--- src/rtl/if_id_stage.sv ---
// ---------------------------------------------------------------------------
// if_id_stage
//
// Instruction-fetch stage plus the IF/ID pipeline register. Takes the
// word-address PC from the PC unit, fetches the word from instruction memory
// over a req/ack handshake and presents it, with its decoded fields, to the
// decode stage. A one-entry skid buffer absorbs a word that arrives while
// decode is stalled. A flush (taken branch/jump) discards everything fetched.
//
// Ports
//   clk         rising-edge clock
//   rstd        synchronous active-low reset
//   pc_in       current PC (word address)
//   pc_hold     1 = PC unit must not advance this cycle
//   imem_req    fetch request (registered)
//   imem_addr   fetch word address (registered, stable while imem_req=1)
//   imem_ack    read data valid, sampled while imem_req=1
//   imem_rdata  instruction word from memory
//   stall_in    decode cannot accept; hold IF/ID contents
//   flush_in    taken branch/jump; discard all fetched instructions
//   id_valid    IF/ID register holds a live instruction
//   id_instr    instruction word in IF/ID
//   id_pc       PC of id_instr
//   id_op       id_instr[31:26]
//   id_rs       id_instr[25:21]
//   id_rt       id_instr[20:16]
//   id_imm_dpl  sign-extended id_instr[15:0]
//   id_addr     id_instr[25:0]
// ---------------------------------------------------------------------------
module if_id_stage #(
    parameter int          ADDR_W = 32,
    parameter logic [31:0] NOP    = 32'h00000000
) (
    input  logic              clk,
    input  logic              rstd,
    input  logic [31:0]       pc_in,
    output logic              pc_hold,
    output logic              imem_req,
    output logic [ADDR_W-1:0] imem_addr,
    input  logic              imem_ack,
    input  logic [31:0]       imem_rdata,
    input  logic              stall_in,
    input  logic              flush_in,
    output logic              id_valid,
    output logic [31:0]       id_instr,
    output logic [31:0]       id_pc,
    output logic [5:0]        id_op,
    output logic [4:0]        id_rs,
    output logic [4:0]        id_rt,
    output logic [31:0]       id_imm_dpl,
    output logic [25:0]       id_addr
);

    typedef enum logic [1:0] {
        IDLE = 2'd0,
        WAIT = 2'd1,
        KILL = 2'd2
    } state_t;

    state_t      state;
    state_t      state_next;
    logic        issue;
    logic        accept;
    logic        id_busy;
    logic [31:0] req_pc;
    logic        skid_valid;
    logic [31:0] skid_instr;
    logic [31:0] skid_pc;

    // Next-state logic. A new fetch is only issued when the skid is empty,
    // which guarantees a skid drain and a fresh ack never land together.
    // KILL waits out the abandoned request because memory cannot be retracted.
    always_comb begin
        state_next = state;
        issue      = 1'b0;
        accept     = 1'b0;
        case (state)
            IDLE: begin
                if (!flush_in && !skid_valid) begin
                    issue      = 1'b1;
                    state_next = WAIT;
                end
            end
            WAIT: begin
                if (imem_ack) begin
                    state_next = IDLE;
                    accept     = !flush_in;
                end else if (flush_in) begin
                    state_next = KILL;
                end
            end
            KILL: begin
                if (imem_ack) begin
                    state_next = IDLE;
                end
            end
            default: state_next = IDLE;
        endcase
    end

    // The PC moves once per accepted word, or to the branch target on a flush;
    // it is frozen throughout reset.
    always_comb begin
        id_busy = id_valid & stall_in;
        pc_hold = !rstd | !(accept | flush_in);
    end

    // Request is high exactly while a fetch is outstanding (WAIT or KILL).
    // The IF/ID update follows a strict priority: flush, stall-hold, skid
    // drain, fresh word, otherwise the register empties.
    always_ff @(posedge clk) begin
        if (!rstd) begin
            state      <= IDLE;
            imem_req   <= 1'b0;
            imem_addr  <= '0;
            req_pc     <= '0;
            id_valid   <= 1'b0;
            id_instr   <= NOP;
            id_pc      <= '0;
            skid_valid <= 1'b0;
            skid_instr <= NOP;
            skid_pc    <= '0;
        end else begin
            state    <= state_next;
            imem_req <= (state_next != IDLE);
            if (issue) begin
                imem_addr <= pc_in[ADDR_W-1:0];
                req_pc    <= pc_in;
            end

            if (flush_in) begin
                id_valid   <= 1'b0;
                id_instr   <= NOP;
                skid_valid <= 1'b0;
            end else if (id_busy) begin
                if (accept) begin
                    skid_valid <= 1'b1;
                    skid_instr <= imem_rdata;
                    skid_pc    <= req_pc;
                end
            end else if (skid_valid) begin
                id_valid   <= 1'b1;
                id_instr   <= skid_instr;
                id_pc      <= skid_pc;
                skid_valid <= 1'b0;
            end else if (accept) begin
                id_valid <= 1'b1;
                id_instr <= imem_rdata;
                id_pc    <= req_pc;
            end else begin
                id_valid <= 1'b0;
            end
        end
    end

    // Decoded fields are plain slices of the IF/ID word.
    always_comb begin
        id_op      = id_instr[31:26];
        id_rs      = id_instr[25:21];
        id_rt      = id_instr[20:16];
        id_imm_dpl = {{16{id_instr[15]}}, id_instr[15:0]};
        id_addr    = id_instr[25:0];
    end

endmodule

--- config.mk ---
export PLATFORM = sky130hd
export DESIGN_NAME = if_id_stage
export DESIGN_NICKNAME = d
export VERILOG_FILES = /design/src/rtl/if_id_stage.sv
export SDC_FILE = /design/constraint.sdc
export NUM_CORES = 1
export LEC_CHECK = 0
export BUFFER_PORTS_ARGS = -buffer_cell sky130_fd_sc_hd__buf_4
export CORE_ASPECT_RATIO = 2
export CORE_UTILIZATION = 50
export CTS_CLUSTER_DIAMETER = 80
export CTS_CLUSTER_SIZE = 8
export DETAILED_ROUTE_END_ITERATION = 6
export MAX_ROUTING_LAYER = met4
export PLACE_DENSITY = 0.78
export SLEW_MARGIN = 5
export SYNTH_ARGS = -nofsm -noshare
export SYNTH_HDL_FRONTEND = slang
export SYNTH_SLANG_ARGS = --single-unit
--- constraint.sdc ---
create_clock -name clk -period 1.89 [get_ports clk]
set_clock_uncertainty 0.2 [all_clocks]
set_input_delay 0.189 -clock clk [delete_from_list [all_inputs] [get_ports clk]]
set_output_delay 0.189 -clock clk [all_outputs]
set_load 0.02 [all_outputs]
==> results of run 1 <==
## stage by stage
stage / setup slack [ns] / cells / utilization (%) / area, sq um
CTS: 0.0161 / 1267 / 69.4 / 10700
global route: 0.0203 / 1268 / 69.5 / 10700
global placement: 0.209 / 1167 / 61.1 / 9390
finish: 0.0520 / 1268 / 69.5 / 10700
floorplan: 0.194 / 864 / - / 7900
detailed placement: 0.172 / 1167 / 61.1 / 9390
## power breakdown
| group | internal [W] | switching (W) |
|---|---|---|
| Combinational | 0.000449 | 0.000426 |
| Clock | 0.00203 | 0.00151 |
| Sequential | 0.00354 | 0.0000745 |
## layer usage
metal	wire length (um)	track usage, %
met1	8470	28.7
met3	904	4.86
met2	11500	49.1
met4	622	11.0
met5	0	-
## timing repair
action / 4_1_cts / 5_1_grt
gates resized for setup: 0 / 3
endpoints found under the hold margin: 69 / 0
hold buffers: 68 / 0
setup endpoints to repair: 0 / 17
## tightest hold or removal path: cells and delay by family
family,cells,cell delay (ns)
buf+inv,2,0.36
simple gates,2,0.16
## cell type report
type / instances / area [sq um] / share of cell area [%]
clock inverter: 14 / 165 / 1.55
tap: 198 / 248 / 2.32
multi-input combinational: 503 / 3540 / 33.1
timing repair buffer: 336 / 2860 / 26.7
inverter: 33 / 124 / 1.16
antenna: 1 / 2.50 / 0.0234
clock buffer: 18 / 439 / 4.11
sequential: 165 / 3310 / 31.0
## registers in the layout, summed over array words and instances, names as in the netlist
| register | flops |
|---|---|
| req_pc | 32 |
| skid_valid | 1 |
| id_instr | 32 |
| id_pc | 32 |
| skid_instr | 32 |
| skid_pc | 32 |
| state | 2 |
| id_valid | 1 |
| imem_req | 1 |
## synthesized netlist by cell type, drive strengths merged (2+ instances only)
cell,number
buf,113
a21oi,2
dfxtp,165
o211a,32
mux2,33
a21boi,97
nor2,4
o21ai,66
mux2i,32
nand2,67
clkbuf,50
nand2b,2
nand3,64
o211ai,32
a211oi,64
inv,32
## worst paths after layout
kind                        from        endpoint  slack, ns  depth (start not counted)
setup / recovery        imem_ack         pc_hold       0.05                          6
hold / removal          stall_in      skid_valid       0.15                          4
hold reg to reg   skid_instr[18]  skid_instr[18]       0.27                          2
setup reg to reg        state[1]    id_instr[25]       0.17                          4
## logic make-up after synthesis
kind of cell           Yosys count  share of synthesized area [%]
buffers and inverters          196                           14.1
multiplexers                    65                           8.76
AO/OA/AOI/OAI                  295                           27.1
flip-flops                     165                           41.8
AND/OR/NAND/NOR                143                           8.28
==> run_results.csv, run 1 <==
group,metric,value,unit
grt,grt_pass1_wl,35.2,mm
setup_path,end_kind,"output pin",
timing,post-route-period-util,97.2,%
yosys,ys.flop_type,"dfxtp_1",
final_layout,final_layout_size_suffix_gt1_share,32.3,%
yosys,yosysSeqAreaShare,41.8,%
setup_path,cp_max_fo,4,
setup_path,criticalPathCategory,"in2out",
power,p_total,0.00803,W
yosys,syn_avg_cell_area,9.14,sq um
floorplanning,coreArea,15400,sq um
timing,whs,0.152,ns
grt,grt_max_degree,114,
yosys,yosys.area.top_type_share,41.8,%
power,peakVddDrop,0.000650,V
clock_tree,clk_latency,0.41,ns
setup_path,cp_common_cell,"buf_4",
timing,rsz0062_at_grt,"false",
yosys,synth_area_leaders,"dfxtp_1, buf_4, a211oi_1",
clock_tree,cts-buffers-inserted,17,
clock_tree,clockBufferDepth,2,
route,drcViolationCount,0,
route,drtIter0Drc,249,
power,leakage,4.47,nW
floorplanning,row_count,64,
route,vias,7036,
yosys,ys_ff_latch,165,
yosys,syn-cell-area,7900,sq um
timing,fmax,544,MHz
clock_tree,cts-htree-levels,4,
placed_design,place_hpwl,13.4,mm
worst_hold_path,hold_class,"in2reg",
clock_tree,clk_pin_slew,0.06,ns
grt,antenna_found_initial,1,
setup_path,critPathLaunchType,"primary input",
route,firstDrtPassIters,4,
setup_path,crit_chain,"dlygate4sd3_1 -> buf_4 -> nand2_1 -> nor2_1 -> o21ai_0 -> buf_4",
timing,slew_violations,0,
timing,fin_crit,1.84,ns
placed_design,io_buffers,241,
grt,track_usage,27.2,%
power,p_per_area,752,nW/um^2
timing,tightest_slew,0.479,ns
yosys,synth_top_cell_by_area,"dfxtp_1",
yosys,synth_edf_count,0,
yosys,synth_nets,933,
final_layout,nFillCells,1219,
clock_tree,postCtsSetupRepairBufs,0,
route,finalWirelength,21.5,mm
yosys,synth_cell_types,31,
grt,grt_pass1_vias,7112,
setup_path,cpPeakStageDelay,0.56,ns
route,viasPerCell,5.55,
setup_path,cpMaxStageDelayCell,"dlygate4sd3_1",
clock_tree,cts_root_buf,"clkbuf_16",
setup_path,cp_num_buf_inv,3,
floorplanning,die-area,16300,sq um
yosys,async_flop_share,0,%
route,wire_per_inst,17.0,um
run,drv_cap,0,
setup_path,cp_top_family,"buffers and inverters",
clock_tree,cts_tree,"done",
placed_design,gp_congestion,0.785,
setup_path,crit_arrival,1.45,ns
final_layout,area_growth,35.2,%
floorplanning,die_width,90.9,um
timing,finalHoldViolCount,0,
floorplanning,start_util,51.4,%
final_layout,nNetsFinal,1125,
final_layout,final_cell_mix,"buf_4, dfxtp_1, dlygate4sd3_1, nand2_1, o21ai_0",
timing,tns,0,ns
timing,relSlewSlack,68.1,%
clock_tree,cts_sinks,165,
floorplanning,dieHeight,180,um
timing,setup_viol_count_final,0,
setup_path,required,1.50,ns
status,outcome,"completed",
grt,overflow,0,
yosys,syn_inst,864,
route,antenna_left,0,
floorplanning,ios,242,
yosys,ys_warn_count,0,
final_layout,layout_commonest_cell,"buf_4",
Note: power is estimated with default switching activity, not from simulation.
==> run 2, diff against run 1 <==
--- a/config.mk
+++ b/config.mk
@@ -9,7 +9,7 @@
 export CORE_ASPECT_RATIO = 2
 export CORE_UTILIZATION = 50
 export CTS_CLUSTER_DIAMETER = 80
-export CTS_CLUSTER_SIZE = 8
+export CTS_CLUSTER_SIZE = 28
 export DETAILED_ROUTE_END_ITERATION = 6
 export MAX_ROUTING_LAYER = met4
 export PLACE_DENSITY = 0.78
==> constraint.sdc (replaced) <==
create_clock -name clk -period 1.89 [get_ports clk]
set_clock_uncertainty 0.2 [all_clocks]
set_input_delay 0.189 -clock clk [delete_from_list [all_inputs] [get_ports clk]]
set_output_delay 0.189 -clock clk [all_outputs]
set_load 0.05 [all_outputs]
==> run 2 against run 1 <==
Flip-flop and latch count unchanged. Sequential power about the same. Final area decreased by 0.47%. Setup slack improved by 0.017 ns. Critical endpoint is now imem_req. Largest power group unchanged.
==> run_results.csv, run 2 (synthesized netlist as in run 1, its figures left out) <==
group,metric,value,unit
timing,tightest_slew,0.580,ns
route,antenna_left,0,
placed_design,gp_congestion,0.761,
setup_path,critPathLaunchType,"flip-flop",
status,outcome,"completed",
final_layout,antennaDiodeCount,0,
clock_tree,cts_root_buf,"clkbuf_16",
route,finalWirelength,21.8,mm
route,firstDrtPassIters,5,
grt,overflow,0,
setup_path,end_kind,"flip-flop",
floorplanning,die-area,16300,sq um
clock_tree,clk_latency,0.42,ns
power,peakVddDrop,0.000691,V
setup_path,cpMaxStageDelayCell,"dfxtp_4",
setup_path,criticalPathCategory,"reg2reg",
grt,grt_util_met2,47.5,%
grt,antenna_found_initial,0,
setup_path,cp_max_fo,33,
clock_tree,postCtsSetupRepairBufs,0,
timing,post-route-period-util,96.3,%
grt,groute.layer.met3.usage,5.16,%
placed_design,post_dp_cell_area,9390,sq um
grt,use_met1,29.7,%
clock_tree,cts-htree-levels,4,
timing,relSlewSlack,61.3,%
grt,grt_pass1_vias,6851,
grt,track_usage,26.9,%
floorplanning,start_util,51.4,%
power,leakage,4.46,nW
final_layout,final_area,10600,sq um
floorplanning,ios,242,
final_layout,postLayoutCoreUtil,69.2,%
timing,whs,0.0289,ns
clock_tree,cts_tree,"done",
timing,tns,0,ns
setup_path,r2r_slack,0.07,ns
timing,fmax,549,MHz
power,p_per_area,741,nW/um^2
setup_path,crit_arrival,1.93,ns
placed_design,place_hpwl,13.4,mm
floorplanning,coreArea,15400,sq um
floorplanning,dieHeight,180,um
route,drtIter0Drc,244,
clock_tree,cts-buffers-inserted,17,
route,vias,7133,
worst_hold_path,hold_class,"in2reg",
grt,grt.busiest_layer,"met2",
grt,grt_max_degree,101,
final_layout,layout_commonest_cell,"buf_4",
setup_path,required,2.00,ns
timing,slew_violations,0,
floorplanning,die_width,90.9,um
placed_design,io_buffers,241,
final_layout,nNetsFinal,1128,
timing,finalHoldViolCount,0,
setup_path,crit_chain,"clkinv_1 -> buf_4 -> o2111a_1 -> o21bai_1",
setup_path,cpPeakStageDelay,0.46,ns
clock_tree,cts_sinks,165,
route,drcViolationCount,0,
final_layout,final_cell_mix,"buf_4, dfxtp_1, dlygate4sd3_1, nand2_1",
grt,grt_pass1_wl,34.9,mm
final_layout,area_growth,34.6,%
floorplanning,row_count,64,
timing,fin_crit,1.82,ns
clock_tree,clk_pin_slew,0.06,ns
route,viasPerCell,5.62,
clock_tree,clockBufferDepth,2,
final_layout,final_layout_size_suffix_gt1_share,32.4,%
route,wire_per_inst,17.2,um
timing,setup_viol_count_final,0,
run,drv_cap,0,
[run 2: worst max-delay path, delay by kind of cell, from the launching register on]
kind	cells	cell delay (ns)
compound gates	2	0.47
buf+inv	2	0.57
flops	1	0.46
[run 2: per-stage QoR]
| step | std cells | power (W) | worst slack [ns] |
|---|---|---|---|
| after floorplan | 864 | 0.00431 | 0.131 |
| after global placement | 1169 | 0.00465 | 0.0287 |
| after detailed placement | 1169 | 0.00466 | -0.00922 |
| after CTS | 1269 | 0.00793 | -0.00495 |
| after global routing | 1270 | 0.00816 | -0.0140 |
| final | 1270 | 0.00788 | 0.0694 |
[run 2: worst paths after layout]
path / startpoint / end / cells past startpoint
worst max register to register: skid_valid / imem_req / 4
worst max-delay path: skid_valid / imem_req / 4
worst min-delay path: flush_in / state[1] / 4
worst min register to register: skid_instr[15] / skid_instr[15] / 2
[run 2: cell type report]
type                            instances  area [sq um]
Fill cell                            1230          4740
Multi-Input combinational cell        504          3560
Sequential cell                       165          3310
Timing Repair Buffer                  338          2860
Clock buffer                           19           433
Tap cell                              198           248
Inverter                               33           124
Clock inverter                         13           101
[run 2: layer usage]
layer / share of wire (%) / up-vias
li1: - / 3401
met1: 39 / 3445
met2: 53 / 250
met3: 5.1 / 37
met4: 2.4 / 0
met5: 0 / -
[run 2: what timing repair did]
action	4_1_cts	5_1_grt
endpoints found under the setup margin	3	52
endpoints found under the hold margin	69	0
pin swaps	1	0
hold buffers	68	0
cloned	0	1
gates resized for setup	0	4
[run 2: power by group]
group          internal [W]  switching, W  total, W  leakage [nW]
clock               0.00170       0.00147   0.00317         0.262
sequential          0.00354     0.0000734   0.00362          1.34
combinational      0.000456      0.000632   0.00109          2.86
